## src/rtl/therm_pkg.sv

```systemverilog
// therm_pkg: shared definitions for the thermometer decoder.
//   THERM_N      default thermometer width
//   THERM_CNT_W  count width for the default width
//   THERM_WMAX   widest word the decode helpers accept
//   therm_cnt_t  decoded count type for the default width
//   f_first_one  index of the lowest 1 bit (n when the word is all zeros)
//   f_zero_count number of 0 bits among the low n bits
//   f_is_bubble  1 when some 1 bit sits below a 0 bit
package therm_pkg;

    localparam int unsigned THERM_N     = 5;
    localparam int unsigned THERM_CNT_W = $clog2(THERM_N + 1);
    localparam int unsigned THERM_WMAX  = 32;

    typedef logic [THERM_CNT_W-1:0] therm_cnt_t;

    function automatic int unsigned f_first_one(input logic [THERM_WMAX-1:0] w,
                                                input int unsigned n);
        int unsigned idx;
        logic        found;
        idx   = n;
        found = 1'b0;
        for (int unsigned i = 0; i < THERM_WMAX; i++) begin
            if (i < n && w[i] && !found) begin
                idx   = i;
                found = 1'b1;
            end
        end
        return idx;
    endfunction

    function automatic int unsigned f_zero_count(input logic [THERM_WMAX-1:0] w,
                                                 input int unsigned n);
        int unsigned cnt;
        cnt = 0;
        for (int unsigned i = 0; i < THERM_WMAX; i++) begin
            if (i < n && !w[i]) begin
                cnt = cnt + 1;
            end
        end
        return cnt;
    endfunction

    function automatic logic f_is_bubble(input logic [THERM_WMAX-1:0] w,
                                         input int unsigned n);
        logic seen_one;
        logic bub;
        seen_one = 1'b0;
        bub      = 1'b0;
        for (int unsigned i = 0; i < THERM_WMAX; i++) begin
            if (i < n) begin
                if (w[i]) begin
                    seen_one = 1'b1;
                end else if (seen_one) begin
                    bub = 1'b1;
                end
            end
        end
        return bub;
    endfunction

endpackage

```

## src/rtl/therm_decoder_core.sv

```systemverilog
// therm_decode_core: combinational thermometer word -> {count, bubble}.
// Ports:
//   therm   in  N      thermometer word (bit i = 1 for i >= x)
//   count   out CNT_W  decoded value x
//   bubble  out 1      word is malformed (a 1 below a 0)
// Build option: THERM_DEC_BUBBLE_FIX_EN selects zero-count decode, which is
// tolerant of bubbles; otherwise the lowest-1 index is used.
module therm_decode_core
    import therm_pkg::*;
#(
    parameter int unsigned N     = THERM_N,
    parameter int unsigned CNT_W = $clog2(N + 1)
) (
    input  logic [N-1:0]     therm,
    output logic [CNT_W-1:0] count,
    output logic             bubble
);

    logic [THERM_WMAX-1:0] wide;

    always_comb begin
        wide         = '0;
        wide[N-1:0]  = therm;
    end

    always_comb begin
`ifdef THERM_DEC_BUBBLE_FIX_EN
        count  = CNT_W'(f_zero_count(wide, N));
`else
        count  = CNT_W'(f_first_one(wide, N));
`endif
        bubble = f_is_bubble(wide, N);
    end

endmodule

```

## src/rtl/therm_decoder.sv

```systemverilog
// therm_decoder: two-stage pipelined thermometer-to-binary decoder with
// valid/ready handshakes and a saturating bubble (malformed word) counter.
// Ports:
//   clk, rst    clock and synchronous active-high reset
//   in_valid    in   input word valid
//   in_ready    out  input can be accepted this cycle
//   in_therm    in   N-bit thermometer word
//   out_valid   out  decoded result valid
//   out_ready   in   consumer accepts result
//   out_count   out  decoded value x (0..N)
//   out_bubble  out  word was malformed
//   err_clr     in   clear error counter (wins over an increment)
//   err_cnt     out  saturating count of bubble words handed out
// Build option: THERM_DEC_BUBBLE_FIX_EN (see therm_decode_core).
module therm_decoder
    import therm_pkg::*;
#(
    parameter int unsigned N     = THERM_N,
    parameter int unsigned CNT_W = $clog2(N + 1),
    parameter int unsigned ERR_W = 8
) (
    input  logic             clk,
    input  logic             rst,
    input  logic             in_valid,
    output logic             in_ready,
    input  logic [N-1:0]     in_therm,
    output logic             out_valid,
    input  logic             out_ready,
    output logic [CNT_W-1:0] out_count,
    output logic             out_bubble,
    input  logic             err_clr,
    output logic [ERR_W-1:0] err_cnt
);

    logic             s1_valid;
    logic [N-1:0]     s1_therm;
    logic [CNT_W-1:0] dec_count;
    logic             dec_bubble;
    logic             in_fire;
    logic             s2_load;
    logic             out_fire;

    // Stage 2 takes a word whenever it is empty or draining this cycle, so
    // stage 1 can accept a new word in the same cycle it hands one on.
    assign s2_load  = s1_valid && (!out_valid || out_ready);
    assign in_ready = !s1_valid || s2_load;
    assign in_fire  = in_valid && in_ready;
    assign out_fire = out_valid && out_ready;

    therm_decode_core #(
        .N     (N),
        .CNT_W (CNT_W)
    ) u_core (
        .therm  (s1_therm),
        .count  (dec_count),
        .bubble (dec_bubble)
    );

    always_ff @(posedge clk) begin
        if (rst) begin
            s1_valid <= 1'b0;
            s1_therm <= '0;
        end else begin
            if (in_fire) begin
                s1_valid <= 1'b1;
                s1_therm <= in_therm;
            end else if (s2_load) begin
                s1_valid <= 1'b0;
            end
        end
    end

    always_ff @(posedge clk) begin
        if (rst) begin
            out_valid  <= 1'b0;
            out_count  <= '0;
            out_bubble <= 1'b0;
        end else begin
            if (s2_load) begin
                out_valid  <= 1'b1;
                out_count  <= dec_count;
                out_bubble <= dec_bubble;
            end else if (out_ready) begin
                out_valid  <= 1'b0;
            end
        end
    end

    always_ff @(posedge clk) begin
        if (rst || err_clr) begin
            err_cnt <= '0;
        end else if (out_fire && out_bubble && (err_cnt != '1)) begin
            err_cnt <= err_cnt + ERR_W'(1);
        end
    end

endmodule

```

## config.mk

```make
export PLATFORM = sky130hd
export DESIGN_NAME = therm_decoder
export DESIGN_NICKNAME = d
export VERILOG_FILES = /design/src/rtl/therm_pkg.sv /design/src/rtl/therm_decoder_core.sv /design/src/rtl/therm_decoder.sv
export SDC_FILE = /design/constraint.sdc
export NUM_CORES = 1
export LEC_CHECK = 0
export ABC_AREA = 1
export BUFFER_PORTS_ARGS = -buffer_cell sky130_fd_sc_hd__buf_2
export CAP_MARGIN = 20
export CORE_MARGIN = 4
export CORE_UTILIZATION = 39
export CTS_BUF_LIST = sky130_fd_sc_hd__clkbuf_8
export CTS_CLUSTER_SIZE = 20
export DETAILED_ROUTE_END_ITERATION = 12
export MAX_ROUTING_LAYER = met4
export SLEW_MARGIN = 15
export SYNTH_ARGS = -nofsm -noshare
export SYNTH_HDL_FRONTEND = slang
export SYNTH_HIERARCHICAL = 1
export SYNTH_SLANG_ARGS = --single-unit
export TNS_END_PERCENT = 5
```

## constraint.sdc

```tcl
create_clock -name clk -period 1.1 [get_ports clk]
set_input_delay 0.275 -clock clk [delete_from_list [all_inputs] [get_ports clk]]
set_output_delay 0.275 -clock clk [all_outputs]
set_load 0.03 [all_outputs]
```

==> results.json, run 1 <==
{
  "cts.path.max_buffers": 2,
  "synth_top_area_share_pct": 39.0,
  "cap_violations": 0,
  "ctsRootBufferMaster": "clkbuf_8",
  "synth_top_cell_by_area": "dfxtp_1",
  "grt_max_degree": 12,
  "numCtsBuffers": 3,
  "synthTopCellsByArea": "dfxtp_1 39%, nand2_1 16%, a21oi_1 6.7%",
  "drive_gt1_share_pct": 38.4,
  "vias_per_cell": 4.77,
  "wl_per_cell_microns": 10.7,
  "vias": 978,
  "routed_wl_microns": 2190,
  "worst_slack_ps": -56.0,
  "slew_headroom_pct": 79.5,
  "dieWidth_microns": 58.0,
  "ant_nets": 0,
  "diodes": 0,
  "grt_overflow": 0,
  "h-tree-depth": 1,
  "netlist_area_sq_um": 976,
  "remaining_drc_errors": 0,
  "synth_cells": 144,
  "cp_max_fo": 9,
  "row_count": 17,
  "yosysUniqueCellTypes": 22,
  "firstDrtPassIters": 4,
  "worstPathRequired_ps": 1250,
  "layout_min_cycle_time_ps": 1160,
  "start_util_pct": 42.5,
  "path_class": "flip-flop to flip-flop",
  "final_nets": 189,
  "clk_latency_ps": 260,
  "finalHoldViolCount": 0,
  "drt-initial-drc-count": 55,
  "status": "finished, violations left",
  "n_fill_cell": 238,
  "clk_pin_slew_ps": 70,
  "stdcell_count": 205,
  "worstPathArrival_ps": 1310,
  "synth_nets": 155,
  "hpwl_microns": 1660,
  "core_sq_mm": 0.00230,
  "port_buffers": 23,
  "ys_seq_elements": 19,
  "setup_tns_ps": -306,
  "avgSynthCellArea_sq_um": 6.78,
  "grt_pass1_vias": 919,
  "slew_violations": 0,
  "syn2layout_area_growth_pct": 34.9,
  "grt_pass1_wl_microns": 3700,
  "seq_area_frac_synth_pct": 39.0,
  "endpoint_kind": "flip-flop",
  "irDropWorstVdd_uv": 954,
  "p_total_mw": 1.38,
  "cts_tree": "done",
  "yosys_warnings": 6,
  "placed_cells": 198,
  "violations": "negative setup slack",
  "worstHoldPathType": "primary input to flip-flop",
  "setup_violations": 11,
  "cts.sinks": 19,
  "die-area_sq_mm": 0.00337,
  "multiInputGateArea_sq_um": 541,
  "grtUsageTotal_pct": 14.4,
  "powerDensity_mw_per_mm2": 1050,
  "grt_setup_unrepaired": "yes",
  "final-seq-area_sq_um": 403,
  "leakage_nw": 0.608,
  "clock_skew_ps": 3.26,
  "hold_buffers": 0,
  "period_share_pct": 105,
  "cp-start-kind": "flip-flop",
  "antenna_found_initial": 0,
  "max_freq_mhz": 865,
  "die_y_microns": 58.0,
  "gp_congestion": 0.797,
  "io_pins": 24,
  "tightest_slew_ps": 306
}
## synthesized netlist by cell type
cell type  number
a21boi_1        1
a21oi_1        13
a21oi_2         1
clkbuf_1        1
clkinv_1        3
dfxtp_1        19
ha_1            1
inv_1          14
inv_2           4
nand2_1        42
nand2_2         5
nand2_4         2
nand3_1         7
nand3_2         2
nand3b_1        1
nand4_1         3
nor2_1         14
nor2_2          5
nor2_4          2
nor3_1          1
o21ai_0         2
o21ai_1         1
## flip-flops by register name, indices dropped and copies added, names as in the netlist
register	flops
out_count	3
s1_valid	1
out_valid	1
err_cnt	8
out_bubble	1
s1_therm	5
## cells in the final DEF, fill, tap and decap left out, types with 2 or more instances in the layout
master / instances
dfxtp_2: 9
inv_2: 3
a21oi_1: 13
buf_2: 13
clkbuf_8: 3
nand2_1: 41
nand2_4: 3
nor2_1: 14
nor2_2: 5
buf_4: 11
inv_1: 15
clkinv_1: 3
dfxtp_1: 7
nand3_1: 7
nor2_4: 2
nand2_2: 5
nand4_1: 3
buf_6: 5
o21ai_0: 2
dfxtp_4: 3
## what timing repair did
action | in CTS | in global routing
buffers inserted | 3 | 0
resized for setup | 17 | 7
hold endpoints to repair | 0 | 0
endpoints found under the setup margin | 18 | 22
pin swaps | 2 | 0
## worst max-delay path, cell delays in order, from the launching register on
cell,delay [ps]
dfxtp_4,360
ha_4,140
nand2_4,60
nor2_4,120
nand2_4,110
nand2_4,100
inv_2,40
nor2_1,70
nor2_1,50
## cells by family (layout without fill, tap and decap cells)
group / count (synthesis) / count (layout) / synth area share [%]
fa+ha+maj: 1 / 1 / 1.28
compound gates: 18 / 18 / 9.87
buf+inv: 22 / 55 / 8.46
flops: 19 / 19 / 39.0
simple gates: 84 / 84 / 41.4
## stage by stage
step,util (%),instance area [sq um],hold WS (ps),setup slack (ps)
2_1_floorplan,-,1000,344,-101
3_3_place_gp,51.4,1180,453,-47.9
3_5_place_dp,51.4,1180,460,-86.3
4_1_cts,56.7,1300,257,-61.8
5_1_grt,57.3,1320,255,-149
6_report,57.3,1320,255,-56.0
## power breakdown
part,switching [mW],internal (mW),total (mW)
registers,0.0230,0.706,0.729
clock network,0.234,0.248,0.482
logic,0.100,0.0659,0.166
## cell type report
class | instances | area share [%]
Sequential cell | 19 | 30.6
Inverter | 21 | 6.18
Timing Repair Buffer | 30 | 16.1
Clock inverter | 1 | 0.285
Clock buffer | 3 | 3.14
Multi-Input combinational cell | 103 | 41.1
Tap cell | 28 | 2.66
## layer usage
layer	wire [microns]	GRT usage, %
met4	28	4.97
met1	966	15.4
met3	89	2.67
met5	0	-
met2	1110	26.3
## path summary, 6_finish.rpt
path	startpoint	endpoint	slack, ps	cells past startpoint
worst max-delay path	err_cnt[0]$_SDFFE_PP0P_	err_cnt[1]$_SDFFE_PP0P_	-60	8
worst min-delay path	in_therm[1]	s1_therm[1]$_SDFFE_PP0P_	250	3
worst max register to register	err_cnt[0]$_SDFFE_PP0P_	err_cnt[1]$_SDFFE_PP0P_	-60	8
worst min register to register	out_count[1]$_SDFFE_PP0P_	out_count[1]$_SDFFE_PP0P_	470	2
Note: power is estimated with default switching activity, not from simulation.
==> inputs of run 2 (changes only) <==
Settings changed: ABC_AREA 1 to unset.
==> run 2 against run 1 <==
Compared with the run above: the run still ends with negative setup slack left; global-route usage rose by 2.3 points; combinational power about the same; power is 0.84% lower; synthesized area fell by 4.9%; worst hold slack better by 3.9 ps; synthesized cell count shrank 25%; register-to-register slack got worse by 140 ps; clock skew rose by 1.6 ps; critical path type unchanged; critical endpoint is now err_cnt[7]$_SDFFE_PP0P_.
==> results.json, run 2 <==
{
  "yosysUniqueCellTypes": 36,
  "yosysMostFrequentCell": "dfxtp_1",
  "drive_gt1_share_pct": 46.6,
  "cts.path.max_buffers": 2,
  "numCtsBuffers": 3,
  "seq_area_frac_synth_pct": 41.0,
  "synth_mux_area_share_pct": 3.23,
  "async_flop_share_pct": 0,
  "dieWidth_microns": 56.8,
  "powerDensity_mw_per_mm2": 979,
  "start_util_pct": 41.6,
  "hold_buffers": 0,
  "hpwl_microns": 1820,
  "finalHoldViolCount": 0,
  "synth_cells": 108,
  "worst_slack_ps": -192,
  "cts_tree": "done",
  "cp_max_fo": 7,
  "slew_violations": 0,
  "synthAdderAreaFrac_pct": 1.35,
  "synth_top_cell_by_area": "dfxtp_1",
  "multiInputGateArea_sq_um": 584,
  "gp_congestion": 0.780,
  "synth-simple-area-share_pct": 28.0,
  "grt_pass1_vias": 956,
  "row_count": 17,
  "reg_top3": "err_cnt x8, s1_therm x5, out_count x3",
  "synth_nets": 119,
  "endpoint_kind": "flip-flop",
  "grtUsageTotal_pct": 16.7,
  "vias": 976,
  "port_buffers": 23,
  "p_total_mw": 1.37,
  "netlist_area_sq_um": 928,
  "cts.sinks": 19,
  "yosys_warnings": 6,
  "io_pins": 24,
  "routed_wl_microns": 2480,
  "tightest_slew_ps": 316,
  "ant_nets": 0,
  "path_class": "flip-flop to flip-flop",
  "synthXorXnorAreaFrac_pct": 0,
  "ys_seq_elements": 19,
  "h-tree-depth": 1,
  "grt_max_degree": 12,
  "core_sq_mm": 0.00223,
  "avgSynthCellArea_sq_um": 8.60,
  "status": "finished, violations left",
  "synthTopCellsByArea": "dfxtp_1 41%, a21oi_1 6.5%, nand3_1 5.9%",
  "largest_reg_flops": 8,
  "die-area_sq_mm": 0.00323,
  "syn2layout_area_growth_pct": 50.3,
  "n_fill_cell": 198,
  "slew_headroom_pct": 78.8,
  "synth_compound_area_share_pct": 23.2,
  "grt_pass1_wl_microns": 4170,
  "worstPathArrival_ps": 1440,
  "clock_skew_ps": 4.83,
  "remaining_drc_errors": 0,
  "whs_ps": 259,
  "final_nets": 160,
  "synth_ff_type": "dfxtp_1",
  "period_share_pct": 117,
  "grt_setup_unrepaired": "yes",
  "final_cell_mix": "15 x buf_4, 12 x buf_2, 11 x nand3_1, 11 x a21oi_1",
  "vias_per_cell": 5.55,
  "ctsRootBufferMaster": "clkbuf_8",
  "die_y_microns": 56.8,
  "final_util_pct": 62.5,
  "rr_startpoint": "out_valid$_SDFFE_PP0P_",
  "worstPathRequired_ps": 1250,
  "diodes": 0,
  "drt-initial-drc-count": 26,
  "setup_violations": 13,
  "hp-start": "in_therm[1]",
  "max_freq_mhz": 774,
  "leakage_nw": 0.530,
  "synth_edf_count": 0,
  "violations": "negative setup slack",
  "layout_min_cycle_time_ps": 1290,
  "final-seq-area_sq_um": 418,
  "irDropWorstVdd_uv": 735,
  "clk_latency_ps": 260,
  "synth_common_cells": "19 x dfxtp_1, 12 x a21oi_1, 11 x nand3_1",
  "largest_register": "err_cnt",
  "cp-start-kind": "flip-flop",
  "antenna_found_initial": 0,
  "grt_overflow": 0,
  "firstDrtPassIters": 4,
  "synth_top_area_share_pct": 41.0,
  "clk_pin_slew_ps": 70,
  "cap_violations": 0,
  "wl_per_cell_microns": 14.1,
  "synth_top_family_by_area": "simple AND/OR/NAND/NOR gates",
  "worstHoldPathType": "primary input to flip-flop",
  "startpoint": "out_valid$_SDFFE_PP0P_",
  "final_common_cell": "buf_4"
}
[run 2: cell types whose count changed after synthesis, sizes merged, moves of 2 or more]
cell / delta
o21ai: +7
o31a: +2
clkinv: -3
nand3: +3
and2: +2
inv: -11
nor4: +4
a21oi: -2
mux2i: +3
nor2: -18
a211oi: +4
or3: +2
and2b: +2
nand2: -42
[run 2: metrics by stage]
stage	instance area (sq um)	setup slack (ps)	std cells	setup TNS, ps
global placement	1220	-103	170	-783
CTS	1360	-203	176	-951
finish	1400	-192	176	-889
floorplan	987	-123	108	-1150
detailed placement	1220	-215	170	-1000
global route	1400	-255	176	-1590
[run 2: report_power, final]
part	switching, mW	internal, mW	leakage (nW)
Combinational	0.0914	0.0717	0.341
Sequential	0.0230	0.690	0.163
Clock	0.238	0.252	0.0255
[run 2: worst max-delay path, stage by stage, from the launching register on]
cell and delay [ps]:
dfxtp_4 380, nand3_4 120, o41a_1 460, a311oi_2 230
[run 2: final timing paths]
check	end	slack, ps	cells after the start
max	err_cnt[7]$_SDFFE_PP0P_	-190	3
min reg2reg	err_cnt[5]$_SDFFE_PP0P_	470	1
max reg2reg	err_cnt[7]$_SDFFE_PP0P_	-190	3
min	s1_therm[1]$_SDFFE_PP0P_	260	3
[run 2: layout make-up]
| type | instances | share of cell area [%] |
|---|---|---|
| sequential | 19 | 30.0 |
| tap | 28 | 2.51 |
| clock buffer | 3 | 2.96 |
| timing repair buffer | 37 | 20.4 |
| multi-input combinational | 81 | 41.9 |
| clock inverter | 1 | 0.359 |
| inverter | 7 | 1.88 |
[run 2: what timing repair did]
item / CTS / global route
pin swaps: 5 / 2
setup endpoints to repair: 19 / 21
setup buffers: 2 / 0
resized for setup: 24 / 12
[run 2: cell families after synthesis]
kind of cell,count (synthesis)
AO/OA/AOI/OAI,34
adder cells (fa/ha/maj),1
AND/OR/NAND/NOR,43
buffers and inverters,8
flip-flops,19
multiplexers,3
[run 2: per-layer routing]
layer | up-vias | GRT usage, % | part of all wire, %
met5 | - | - | 0
met4 | 0 | 8.28 | 3.1
met3 | 9 | 3.22 | 4.8
met2 | 28 | 28.4 | 51
met1 | 454 | 18.6 | 41
li1 | 485 | - | -
==> inputs of run 3 (changes only) <==
Settings changed: BUFFER_PORTS_ARGS -buffer_cell sky130_fd_sc_hd__buf_2 to unset, CORE_UTILIZATION 39 to 57, DONT_BUFFER_PORTS set to 1, PLACE_DENSITY set to 0.75.
==> run 3 against run 2 <==
Compared with the run above: worst setup slack worse by 91 ps; sequential share of layout area up 1.7 points; final area down 6.5%; register-to-register slack worse by 50 ps; core utilization up 23 points; non-clock buffer count down 15; routed wire length up 19%; the flow still finishes with violations (negative setup slack); via count up 0.82%; clock-buffer cell count unchanged.
==> results.json, run 3 (synthesis results as in run 2) <==
{
  "io_pins": 24,
  "tightest_slew_ps": 351,
  "slowest_stage": "dfxtp_4",
  "ant_nets": 0,
  "cp_max_fo": 7,
  "clk_latency_ps": 270,
  "cts.path.max_buffers": 2,
  "stdcell_count": 149,
  "holdPathEnd": "out_valid$_SDFFE_PP0P_",
  "hold-path-cell-count": 1,
  "start_util_pct": 60.9,
  "hp-start": "rst",
  "row_count": 14,
  "finalHoldViolCount": 0,
  "grt_max_degree": 16,
  "r2r_setup_slack_ps": -240,
  "cts.sinks": 19,
  "powerDensity_mw_per_mm2": 1050,
  "violations": "negative setup slack",
  "crit_chain": "and3b_2 -> clkinvlp_4",
  "largest_register": "err_cnt",
  "leakage_nw": 0.475,
  "worstReg2RegEnd": "err_cnt[3]$_SDFFE_PP0P_",
  "cap_violations": 0,
  "dieWidth_microns": 48.4,
  "remaining_drc_errors": 0,
  "grt_setup_unrepaired": "yes",
  "reg_top3": "err_cnt x8, s1_therm x5, out_count x3",
  "cts_tree": "done",
  "port_buffers": 0,
  "clk_pin_slew_ps": 70,
  "max_stage_delay_ps": 350,
  "clock_skew_ps": 1.56,
  "final_nets": 145,
  "rr_startpoint": "err_cnt[0]$_SDFFE_PP0P_",
  "numCtsBuffers": 3,
  "r2r_cells": 4,
  "final_util_pct": 85.6,
  "firstDrtPassIters": 4,
  "core_sq_mm": 0.00152,
  "vias_per_cell": 6.60,
  "wl_per_cell_microns": 19.8,
  "grt_pass1_vias": 963,
  "largest_reg_flops": 8,
  "final_common_cell": "buf_4",
  "whs_ps": 54.5,
  "slew_violations": 0,
  "drt-initial-drc-count": 34,
  "drive_gt1_share_pct": 41.4,
  "max_freq_mhz": 723,
  "ctsRootBufferMaster": "clkbuf_8",
  "h-tree-depth": 1,
  "antenna_found_initial": 0,
  "vias": 984,
  "routed_wl_microns": 2960,
  "worstHoldPathType": "primary input to flip-flop",
  "slew_headroom_pct": 76.5,
  "endpoint_kind": "primary output",
  "gp_congestion": 0.959,
  "die-area_sq_mm": 0.00234,
  "layout_min_cycle_time_ps": 1380,
  "placed_cells": 144,
  "worst_slack_ps": -283,
  "status": "finished, violations left",
  "diodes": 0,
  "grtUsageTotal_pct": 23.2,
  "setup_violations": 22,
  "syn2layout_area_growth_pct": 40.4,
  "grt_pass1_wl_microns": 4320,
  "worstPathRequired_ps": 820,
  "worstPathArrival_ps": 1110,
  "period_share_pct": 126,
  "irDropWorstVdd_uv": 1050,
  "hpwl_microns": 1740,
  "cp-start-kind": "flip-flop",
  "final_cell_mix": "13 x buf_4, 11 x nand3_1, 9 x a21oi_1, 9 x dfxtp_1",
  "path_class": "flip-flop to primary output",
  "grt_overflow": 0,
  "die_y_microns": 48.4
}
[run 3: cell count changes in the layout (fill, tap and decap cells not counted), sizes merged]
cell	change
buf	-15
clkinvlp	+1
clkinv	-1
[run 3: how the worst max path moves through the flow]
stage | start | endpoint | slack (ps) | cells past startpoint
after global routing | out_valid$_SDFFE_PP0P_ | err_cnt[2]$_SDFFE_PP0P_ | -320 | 5
after CTS | out_valid$_SDFFE_PP0P_ | in_ready | -250 | 2
final | out_valid$_SDFFE_PP0P_ | in_ready | -280 | 2
after detailed placement | err_cnt[1]$_SDFFE_PP0P_ | err_cnt[3]$_SDFFE_PP0P_ | -170 | 4
after floorplan | err_cnt[1]$_SDFFE_PP0P_ | err_cnt[3]$_SDFFE_PP0P_ | -120 | 4
after global placement | err_cnt[1]$_SDFFE_PP0P_ | err_cnt[3]$_SDFFE_PP0P_ | -90 | 4
[run 3: where the power goes]
part           internal [mW]  switching, mW
Sequential             0.694         0.0231
Clock                  0.250          0.251
Combinational         0.0688         0.0865
Total                   1.01          0.361
[run 3: cell type report]
class                      count  area (sq um)
timing repair buffer          22           203
inverter                       7          30.0
clock inverter                 1          3.75
multi-input combinational     81           593
clock buffer                   3          41.3
sequential                    19           413
fill                          88           220
tap                           16          20.0
[run 3: layer usage]
metal	vias up	global-route usage (%)	part of all wire, %
met2	44	34.6	48
met4	0	9.68	3.1
met1	476	29.3	41
li1	456	-	-
met3	8	6.44	7.9
met5	-	-	0
[run 3: stage by stage]
stage	power, mW	instance area (sq um)	TNS (ps)	setup slack, ps
CTS	1.35	1270	-1360	-247
finish	1.37	1300	-2100	-283
floorplan	0.825	987	-1150	-123
detailed placement	0.865	1160	-1170	-167
global route	1.43	1300	-3240	-318
global placement	0.861	1160	-683	-90.3
[run 3: critical path: cells and delay by family, from the launching register on]
family                 cells  cell delay [ps]
DFF                        1              350
buffers and inverters      1              250
and+or+nand+nor            1              230
[run 3: repair_timing]
action,in CTS,in global routing
pin swaps,9,1
setup endpoints to repair,17,27
gates resized for setup,18,9
buffers inserted,1,0
hold buffers,0,0
